File: config.mk
export PLATFORM = sky130hd
export DESIGN_NAME = sweep_segment_packer
export DESIGN_NICKNAME = d
export VERILOG_FILES = /design/src/rtl/sweep_segment_packer.sv
export SDC_FILE = /design/constraint.sdc
export NUM_CORES = 1
export LEC_CHECK = 0
export BUFFER_PORTS_ARGS = -buffer_cell sky130_fd_sc_hd__buf_2
export CAP_MARGIN = 30
export CORE_MARGIN = 10
export CORE_UTILIZATION = 57
export CTS_BUF_LIST = sky130_fd_sc_hd__clkbuf_8
export CTS_CLUSTER_SIZE = 14
export DETAILED_ROUTE_END_ITERATION = 8
export PLACE_DENSITY = 0.87
export SYNTH_ARGS = -nofsm -noshare
export SYNTH_HDL_FRONTEND = slang
export SYNTH_SLANG_ARGS = --single-unit
File: constraint.sdc
create_clock -name clk_50 -period 3.3 [get_ports clk_50]
set_clock_uncertainty 0.2 [all_clocks]
set_input_delay 0.825 -clock clk_50 [delete_from_list [all_inputs] [get_ports clk_50]]
set_output_delay 0.825 -clock clk_50 [all_outputs]
set_load 0.02 [all_outputs]
File: src/rtl/sweep_segment_packer.sv
// Packs seven 32-bit host words into one 196-bit sweep entry and writes the entry to the sweep FIFO.
// Can issue an optional start pulse at program end; an entry is dropped (and flagged) once MAX_ENTRIES is reached.
module sweep_segment_packer #(
  parameter int WORDS_PER_ENTRY = 7,
  parameter int MAX_ENTRIES     = 1024
) (
  input  logic         clk_50,
  input  logic         reset,
  input  logic [31:0]  host_data,
  input  logic         host_valid,
  input  logic         host_last,
  output logic         host_ready,
  input  logic         clear_cmd,
  input  logic         autostart,
  input  logic         running,
  output logic         fifo_wr_req,
  output logic [195:0] fifo_wr_data,
  input  logic         fifo_wr_full,
  output logic         start_fifo_cmd,
  output logic [15:0]  entry_count,
  output logic         err_short,
  output logic         err_overflow,
  output logic         busy
);

  localparam logic [2:0]  LAST_IDX = 3'(WORDS_PER_ENTRY - 1);
  localparam logic [15:0] MAX_CNT  = 16'(MAX_ENTRIES);

  typedef enum logic [1:0] {
    ST_IDLE,
    ST_COLLECT,
    ST_WRITE,
    ST_START
  } state_t;

  state_t         state_q, state_d;
  logic [2:0]     widx_q, widx_d;
  logic [195:0]   entry_q, entry_d;
  logic           wr_req_q, wr_req_d;
  logic           start_q, start_d;
  logic [15:0]    count_q, count_d;
  logic           err_short_q, err_short_d;
  logic           err_ovf_q, err_ovf_d;
  logic           last_q, last_d;
  logic           done_q, done_d;
  logic           accept;

  assign host_ready = !reset && !running && !clear_cmd &&
                      ((state_q == ST_IDLE) || (state_q == ST_COLLECT));
  assign accept     = host_valid && host_ready;

  always_comb begin
    state_d     = state_q;
    widx_d      = widx_q;
    entry_d     = entry_q;
    wr_req_d    = 1'b0;
    start_d     = 1'b0;
    count_d     = count_q;
    err_short_d = err_short_q;
    err_ovf_d   = err_ovf_q;
    last_d      = last_q;
    done_d      = done_q;

    if (clear_cmd) begin
      state_d     = ST_IDLE;
      widx_d      = 3'd0;
      count_d     = 16'd0;
      err_short_d = 1'b0;
      err_ovf_d   = 1'b0;
      last_d      = 1'b0;
      done_d      = 1'b0;
    end else begin
      case (state_q)
        ST_IDLE, ST_COLLECT: begin
          if (accept) begin
            case (widx_q)
              3'd0:    entry_d[31:0]    = host_data;
              3'd1:    entry_d[63:32]   = host_data;
              3'd2:    entry_d[95:64]   = host_data;
              3'd3:    entry_d[127:96]  = host_data;
              3'd4:    entry_d[159:128] = host_data;
              3'd5:    entry_d[191:160] = host_data;
              3'd6:    entry_d[195:192] = host_data[3:0];
              default: entry_d          = entry_q;
            endcase

            // widx is always 0 in IDLE, so only COLLECT can complete an entry
            if (widx_q == LAST_IDX) begin
              widx_d  = 3'd0;
              last_d  = host_last;
              state_d = ST_WRITE;
              if (count_q == MAX_CNT) begin
                err_ovf_d = 1'b1;
                done_d    = 1'b1;
              end else if (!fifo_wr_full) begin
                wr_req_d = 1'b1;
                count_d  = count_q + 16'd1;
                done_d   = 1'b1;
              end else begin
                done_d = 1'b0;
              end
            end else if (host_last) begin
              widx_d      = 3'd0;
              err_short_d = 1'b1;
              state_d     = ST_IDLE;
            end else begin
              widx_d  = widx_q + 3'd1;
              state_d = ST_COLLECT;
            end
          end
        end

        ST_WRITE: begin
          // done_q means the entry was either strobed out this cycle or dropped
          if (done_q) begin
            done_d = 1'b0;
            if (last_q && autostart) begin
              state_d = ST_START;
              start_d = !running && (count_q != 16'd0);
            end else begin
              state_d = ST_IDLE;
            end
          end else if (!fifo_wr_full) begin
            wr_req_d = 1'b1;
            count_d  = count_q + 16'd1;
            done_d   = 1'b1;
          end
        end

        ST_START: begin
          state_d = ST_IDLE;
        end

        default: begin
          state_d = ST_IDLE;
        end
      endcase
    end
  end

  always_ff @(posedge clk_50) begin
    if (reset) begin
      state_q     <= ST_IDLE;
      widx_q      <= 3'd0;
      entry_q     <= '0;
      wr_req_q    <= 1'b0;
      start_q     <= 1'b0;
      count_q     <= 16'd0;
      err_short_q <= 1'b0;
      err_ovf_q   <= 1'b0;
      last_q      <= 1'b0;
      done_q      <= 1'b0;
    end else begin
      state_q     <= state_d;
      widx_q      <= widx_d;
      entry_q     <= entry_d;
      wr_req_q    <= wr_req_d;
      start_q     <= start_d;
      count_q     <= count_d;
      err_short_q <= err_short_d;
      err_ovf_q   <= err_ovf_d;
      last_q      <= last_d;
      done_q      <= done_d;
    end
  end

  assign fifo_wr_req    = wr_req_q;
  assign fifo_wr_data   = entry_q;
  assign start_fifo_cmd = start_q;
  assign entry_count    = count_q;
  assign err_short      = err_short_q;
  assign err_overflow   = err_ovf_q;
  assign busy           = (state_q != ST_IDLE);

endmodule

==> results of run 1 <==
## final timing paths
| check | from | to | slack (ns) | cells past startpoint |
|---|---|---|---|---|
| setup / recovery | running | host_ready | 0.45 | 4 |
| hold / removal | fifo_wr_data[176] | fifo_wr_data[176] | 0.25 | 2 |
| setup reg to reg | state_q[1] | fifo_wr_data[76] | 0.86 | 7 |
| hold reg to reg | fifo_wr_data[176] | fifo_wr_data[176] | 0.25 | 2 |
## sequential cells by signal (all words and copies together) (netlist names)
signal          flops
err_short           1
widx_q              3
fifo_wr_data      196
fifo_wr_req         1
done_q              1
last_q              1
start_fifo_cmd      1
err_overflow        1
entry_count        16
state_q             2
## final cells by class
cell class / count / share of cell area [%]
multi-input combinational: 732 / 32.77
inverter: 10 / 0.3742
timing repair buffer: 281 / 14.57
clock buffer: 45 / 5.975
clock inverter: 18 / 1.062
sequential: 223 / 43.07
tap: 180 / 2.173
## cell usage after synthesis (all sizes together)
| cell | number |
|---|---|
| a21o | 2 |
| o21ai | 5 |
| a21oi | 218 |
| and2 | 2 |
| and4b | 1 |
| nand4b | 1 |
| clkbuf | 46 |
| nor2 | 7 |
| o211a | 1 |
| mux2i | 3 |
| nor4b | 1 |
| nand3 | 10 |
| a41o | 1 |
| and3 | 2 |
| o31ai | 8 |
| nor2b | 2 |
| nand4 | 11 |
| and4 | 8 |
| dfxtp | 223 |
| a311oi | 1 |
| nor3 | 1 |
| ha | 7 |
| nand2 | 409 |
| a41oi | 1 |
| inv | 9 |
| or2 | 2 |
| nand3b | 3 |
| or4bb | 1 |
| clkinv | 1 |
| o311ai | 2 |
| or3 | 5 |
| nor4 | 5 |
| buf | 30 |
| or4 | 12 |
## per-stage QoR
stage               util (%)  hold slack (ns)  power (W)
floorplan                  -           0.2502   0.002843
global placement       68.62           0.2381   0.002935
detailed placement     68.62           0.2439   0.002935
CTS                    73.81           0.2515   0.005276
global route           73.81           0.2658   0.005415
finish                 73.81           0.2485   0.005248
## critical path, cell delays in order
cell and delay [ns]:
buf_2 0.11, or4_4 0.53, clkinv_2 0.15, buf_2 0.20
## power by group through the flow
stage               sequential [W]  combinational [W]  clock, W
global route               0.00271           0.000186   0.00252
detailed placement         0.00276           0.000170         0
global placement           0.00276           0.000170         0
floorplan                  0.00277          0.0000679         0
finish                     0.00271           0.000175   0.00237
CTS                        0.00271           0.000171   0.00240
## cell families after synthesis
logic type / count (synthesis)
multiplexers: 3
AND/OR/NAND/NOR: 483
buffers and inverters: 86
flip-flops: 223
AO/OA/AOI/OAI: 239
adder cells (fa/ha/maj): 7
## per-layer routing
layer  vias to the layer above  wire length (um)
met3                        62              3025
met1                      3863             10290
met2                       444             12540
met5                         -                 0
li1                       3941                 -
met4                         0               822
==> results.md, run 1 <==
* Site Rows at 43
* WS Path Type: input pin to output port
* FF+latch count, synth at ~220
* Commonest cells after routing, fill and taps aside: nand2_1 (409), buf_2 (256), dfxtp_1 (223)
* Cell area after synthesis at 8265 sq um
* DR vias/cell at 5.581
* RSZ-0062 raised after global routing: no
* Fmax at 350.9 MHz
* # placed instances at about 1.4k
* Power share of the clock group at 45.1%
* TritonCTS clock tree: done
* Worst Path Required at 2.27 ns
* Setup TNS at 0 ns
* Worst slack, placed at 0.4261 ns
* Slew Viols, Final at 0
* Syn nets at 1,088
* Max clock buf depth at 3
* Met1 usage at 29.65%
* Drt first pass iters at 5
* Synth Instances at 1,041
* CP arrival at 1.82 ns
* Diode count at 0
* Vias in the first global route at 7,922
* Largest net degree at the start of global routing at 202
* GRT Resource Usage Total at approximately a quarter
* Max-cap violations at 0
* H-tree depth at 2
* Seq pwr share at 51.6%
* Slew margin rel. at 39.93%
* Hold crit path type: flip-flop to flip-flop
* Routed len/inst at 17.92 um
* Synth Area in XOR/XNOR at 0%
* Synth cell types at 39
* Switching Share at 22.63%
* Met2 Use GR at 39.98%
* Hold buffer count at cts at 0
* Startpoint class of the critical path: input pin
* Crit Path Max Fanout at 12
* Compound-Gate Fraction of Synth Area at roughly 15%
* Status: complete, no violations
* Area Growth Syn to Fin at 25.40%
* Crit end category: output port
* Register Area at 4464 sq um
* Post-route insts no fill at ~1.5k
* NetSw at about 0.0012 W
* Post-CTS Resized at 0
* Synth area leader: dfxtp_1
* Die area at slightly below 20,000 sq um
* Final WL at approximately 27,000 um
* HPWL Detailed at 18,050 um
* Warnings, synthesis at 0
* Post-synthesis simple-gate area fraction at 24.55%
* Initial Utilization at 58.86%
* Least-Margin Pin Slew at 0.9011 ns
* Final global-route overflow total at 0
* Nets at 1,333
* Synth area leaders: dfxtp_1 (54%), nand2_1 (19%), a21oi_1 (13%), clkbuf_1 (2.1%), buf_4 (1.1%)
* Final setup violation count at 0
* DIE WIDTH at approximately 140 um
* Cell-internal power at 0.004061 W
* Footprint of the multi-input gates at ~3400 sq um
* Via count at approximately 8.3k
* Clock period minus worst slack at 2.850 ns
* Synthesized-area fraction occupied by adder cells at under 10%
* Number of I/O pins at about 260
* Final period util at a little under nine tenths
* Post-synthesis area per instance at 7.940 sq um
* Final WS setup at 0.4501 ns
* Combinational share of power at 3.3%
* Mux contribution to synthesized area at 0.3633%
* VDD IR max at 0.4512 mV
* DP Area at 9635 sq um
* IO buf count at 257
* GR peak layer: met2
* Final instance area at 10,360 sq um
* Final ANT Viol Nets at 0
* Root buf cell: clkbuf_8
* Static leakage at 4.425 nW
* Largest family of logic cells by synthesized area: simple AND/OR/NAND/NOR gates
* Die H at 140.4 um
* First-pass GRT wire length at 41,190 um
* Clk pin slew, worst setup/hold paths at 0.06 ns
* Initial antenna violation count at 0
* Layout cells sized above 1 at around a quarter
* Power Dens Cells at 506.3 nW/um^2
* # clock sinks at 223
* Commonest non-fill, non-tap cell in the layout: nand2_1
* GPL Wtd Cong at 0.8523
* Worst-skew pair later-pin latency at about 0.51 ns
* Postcts setup bufs at 0
* Core area at 14,040 sq um
* Hold Vio Cnt, Final at 0
* Total CTS buffers at 38
* Share of the synthesized area in the top cell type at between 50% and 60%
* Post-route DRC at 0
* Initial DRC count at 593
* Filler Cell Count at 1,087
* Seq/Total Area, Yosys at 54.01%
* Global Route met3 Usage at 8.824%
Power figures use the tool's default switching activity.
==> run 2: changes to the inputs <==
==> config.mk (replaced) <==
export PLATFORM = sky130hd
export DESIGN_NAME = sweep_segment_packer
export DESIGN_NICKNAME = d
export VERILOG_FILES = /design/src/rtl/sweep_segment_packer.sv
export SDC_FILE = /design/constraint.sdc
export NUM_CORES = 1
export LEC_CHECK = 0
export CAP_MARGIN = 30
export CORE_MARGIN = 10
export CORE_UTILIZATION = 60
export CTS_BUF_LIST = sky130_fd_sc_hd__clkbuf_8
export CTS_CLUSTER_SIZE = 14
export DETAILED_ROUTE_END_ITERATION = 8
export DONT_BUFFER_PORTS = 1
export PLACE_DENSITY = 0.75
export REMOVE_ABC_BUFFERS = 1
export SYNTH_ARGS = -nofsm -noshare
export SYNTH_HDL_FRONTEND = slang
export SYNTH_SLANG_ARGS = --single-unit
==> run 2 against run 1 <==
Against the previous run:
- utilization decreased by 6.3 points
- via count decreased by 16%
- clock-buffer cell count unchanged
- critical endpoint unchanged
- routed wire length decreased by 9.6%
- total power decreased by 4.9%
- first-iteration DRC count increased by 4.6%
- clock power decreased by 6%
- worst setup slack improved by 0.087 ns
- sequential cell count unchanged
- sequential power about the same
- worst hold slack got worse by 0.062 ns
- die area decreased by 4.3%
==> results.md, run 2 (synthesis results as in run 1) <==
* Status: complete, no violations
* WS Path Type: flip-flop to output port
* Final setup violation count at 0 (unchanged)
* Startpoint class of the critical path: flip-flop
* H-tree depth at 2 (unchanged)
* Commonest non-fill, non-tap cell in the layout: nand2_1
* Die area at 18,870 sq um (-4.3%)
* GRT Resource Usage Total at 24.09% (-0.97 points)
* Number of I/O pins at 258 (unchanged)
* RSZ-0062 raised after global routing: no
* Die H at 137.4 um (-2.2%)
* Final WS setup at 0.5367 ns (+0.08660 ns)
* Layout cells sized above 1 at 7.436% (-19 points)
* # clock sinks at 223 (unchanged)
* Final period util at 83.74% (-2.6 points)
* Worst-skew pair later-pin latency at 0.50 ns (about the same)
* WP buf/inv at 1 (-2)
* IO buf count at 0 (-100%)
* Postcts setup bufs at 0 (unchanged)
* Worst r2r path cells at 5 (-2)
* Max FFs per register at 196 (unchanged)
* Initial DRC count at 620 (+4.6%)
* Max-cap violations at 0 (unchanged)
* Slowest-stage cell, CP: or4_4
* Area Growth Syn to Fin at 9.022%
* Filler Cell Count at 1,115 (+2.6%)
* DIE WIDTH at 137.4 um (-2.2%)
* Combinational share of power at 0.8% (-2.5 points)
* Least-Margin Pin Slew at 0.7970 ns (-0.1041 ns)
* Clock period minus worst slack at 2.763 ns (-0.08660 ns)
* NetSw at 0.001052 W (-11%)
* Clk pin slew, worst setup/hold paths at 0.06 ns (about the same)
* Post-CTS Resized at 0 (unchanged)
* Post-route DRC at 0 (unchanged)
* Worst path depth at 2 (-2)
* First-pass GRT wire length at 36,240 um (-12%)
* Static leakage at 3.015 nW (-32%)
* Slew margin rel. at 46.86% (+6.9 points)
* Seq pwr share at 54.5% (+2.9 points)
* Root buf cell: clkbuf_8
* Setup TNS at 0 ns (unchanged)
* Initial Utilization at 61.92% (+3.1 points)
* Total CTS buffers at 36 (-5.3%)
* HPWL Detailed at 16,160 um (-10%)
* Cell-internal power at 0.003938 W (-3.0%)
* Site Rows at 42 (-2.3%)
* CP arrival at 1.74 ns (-0.08 ns)
* Final hold slack at 0.1863 ns (-0.06225 ns)
* Final instance area at 9011 sq um (-13%)
* Power Dens Cells at 553.7 nW/um^2 (+9.4%)
* TritonCTS clock tree: done
* Nets at 1,073 (-20%)
* Total Power at 0.004989 W (-4.9%)
* Hold crit path type: input pin to flip-flop
* Crit end category: output port
* Slew Viols, Final at 0 (unchanged)
* Slowest stage delay, CP at 0.59 ns (+0.06 ns)
* Worst slack, placed at 0.4084 ns (-0.01770 ns)
* Vias in the first global route at 6,373 (-20%)
* Initial antenna violation count at 0 (unchanged)
* DP Area at 8323 sq um (-14%)
* Power share of the clock group at 44.7% (-0.4 points)
* Hold buffer count at cts at 0 (unchanged)
* Drt first pass iters at 5 (unchanged)
* Routed len/inst at 19.69 um (+9.9%)
* DR vias/cell at 5.688 (+1.9%)
* Final global-route overflow total at 0 (unchanged)
* Final WL at 24,120 um (-9.6%)
* Final ANT Viol Nets at 0 (unchanged)
* Crit Path Max Fanout at 21 (+9)
* Commonest cells after routing, fill and taps aside: nand2_1 (409), dfxtp_1 (223), a21oi_1 (217)
* Diode count at 0 (unchanged)
* Fmax at 361.9 MHz (+3.1%)
* Via count at 6,968 (-16%)
* Worst Path Required at 2.27 ns (about the same)
* Max clock buf depth at 3 (unchanged)
* Largest net degree at the start of global routing at 203 (+0.50%)
* Crit path max-delay family: simple AND/OR/NAND/NOR gates
* Hold Vio Cnt, Final at 0 (unchanged)
* GPL Wtd Cong at 0.8792 (+3.2%)
* VDD IR max at 0.3494 mV (-23%)
* CP Cell Sequence: or4_4 -> clkinv_2
* Hold Path Stages at 1 (-1)
* Core area at 13,350 sq um (-4.9%)
* Switching Share at 21.08% (-1.5 points)
## run 2: final timing paths
path / startpoint / end / slack (ns)
setup reg to reg: state_q[1] / entry_count[8] / 0.78
hold reg to reg: last_q / last_q / 0.27
setup / recovery: state_q[1] / host_ready / 0.54
hold / removal: reset / fifo_wr_data[101] / 0.19
## run 2: area by class of cell
type | count | area [sq um] | share of cell area (%)
Clock buffer | 45 | 619.3 | 6.873
Clock inverter | 16 | 68.82 | 0.7637
Inverter | 10 | 38.79 | 0.4304
Multi-Input combinational cell | 732 | 3402 | 37.75
Sequential cell | 223 | 4464 | 49.54
Tap cell | 176 | 220.2 | 2.444
Timing Repair Buffer | 23 | 197.7 | 2.194
## run 2: power groups by stage
stage                     clock, W  sequential (W)  combinational (W)
after floorplan                  0         0.00277          0.0000291
after global placement           0         0.00278          0.0000395
after detailed placement         0         0.00278          0.0000401
after CTS                  0.00228         0.00272          0.0000404
after global routing       0.00239         0.00272          0.0000447
final                      0.00223         0.00272          0.0000402
## run 2: routing by layer
metal	wire [um]	global-route usage (%)
met1	8829	26.80
met2	11600	39.30
met3	3285	12.78
met4	400	6.967
met5	0	0
## run 2: through the flow
step                std cells  utilization [%]
global placement         1164            62.35
floorplan                 965                -
finish                   1225            67.51
global route             1225            67.51
CTS                      1225            67.51
detailed placement       1164            62.35
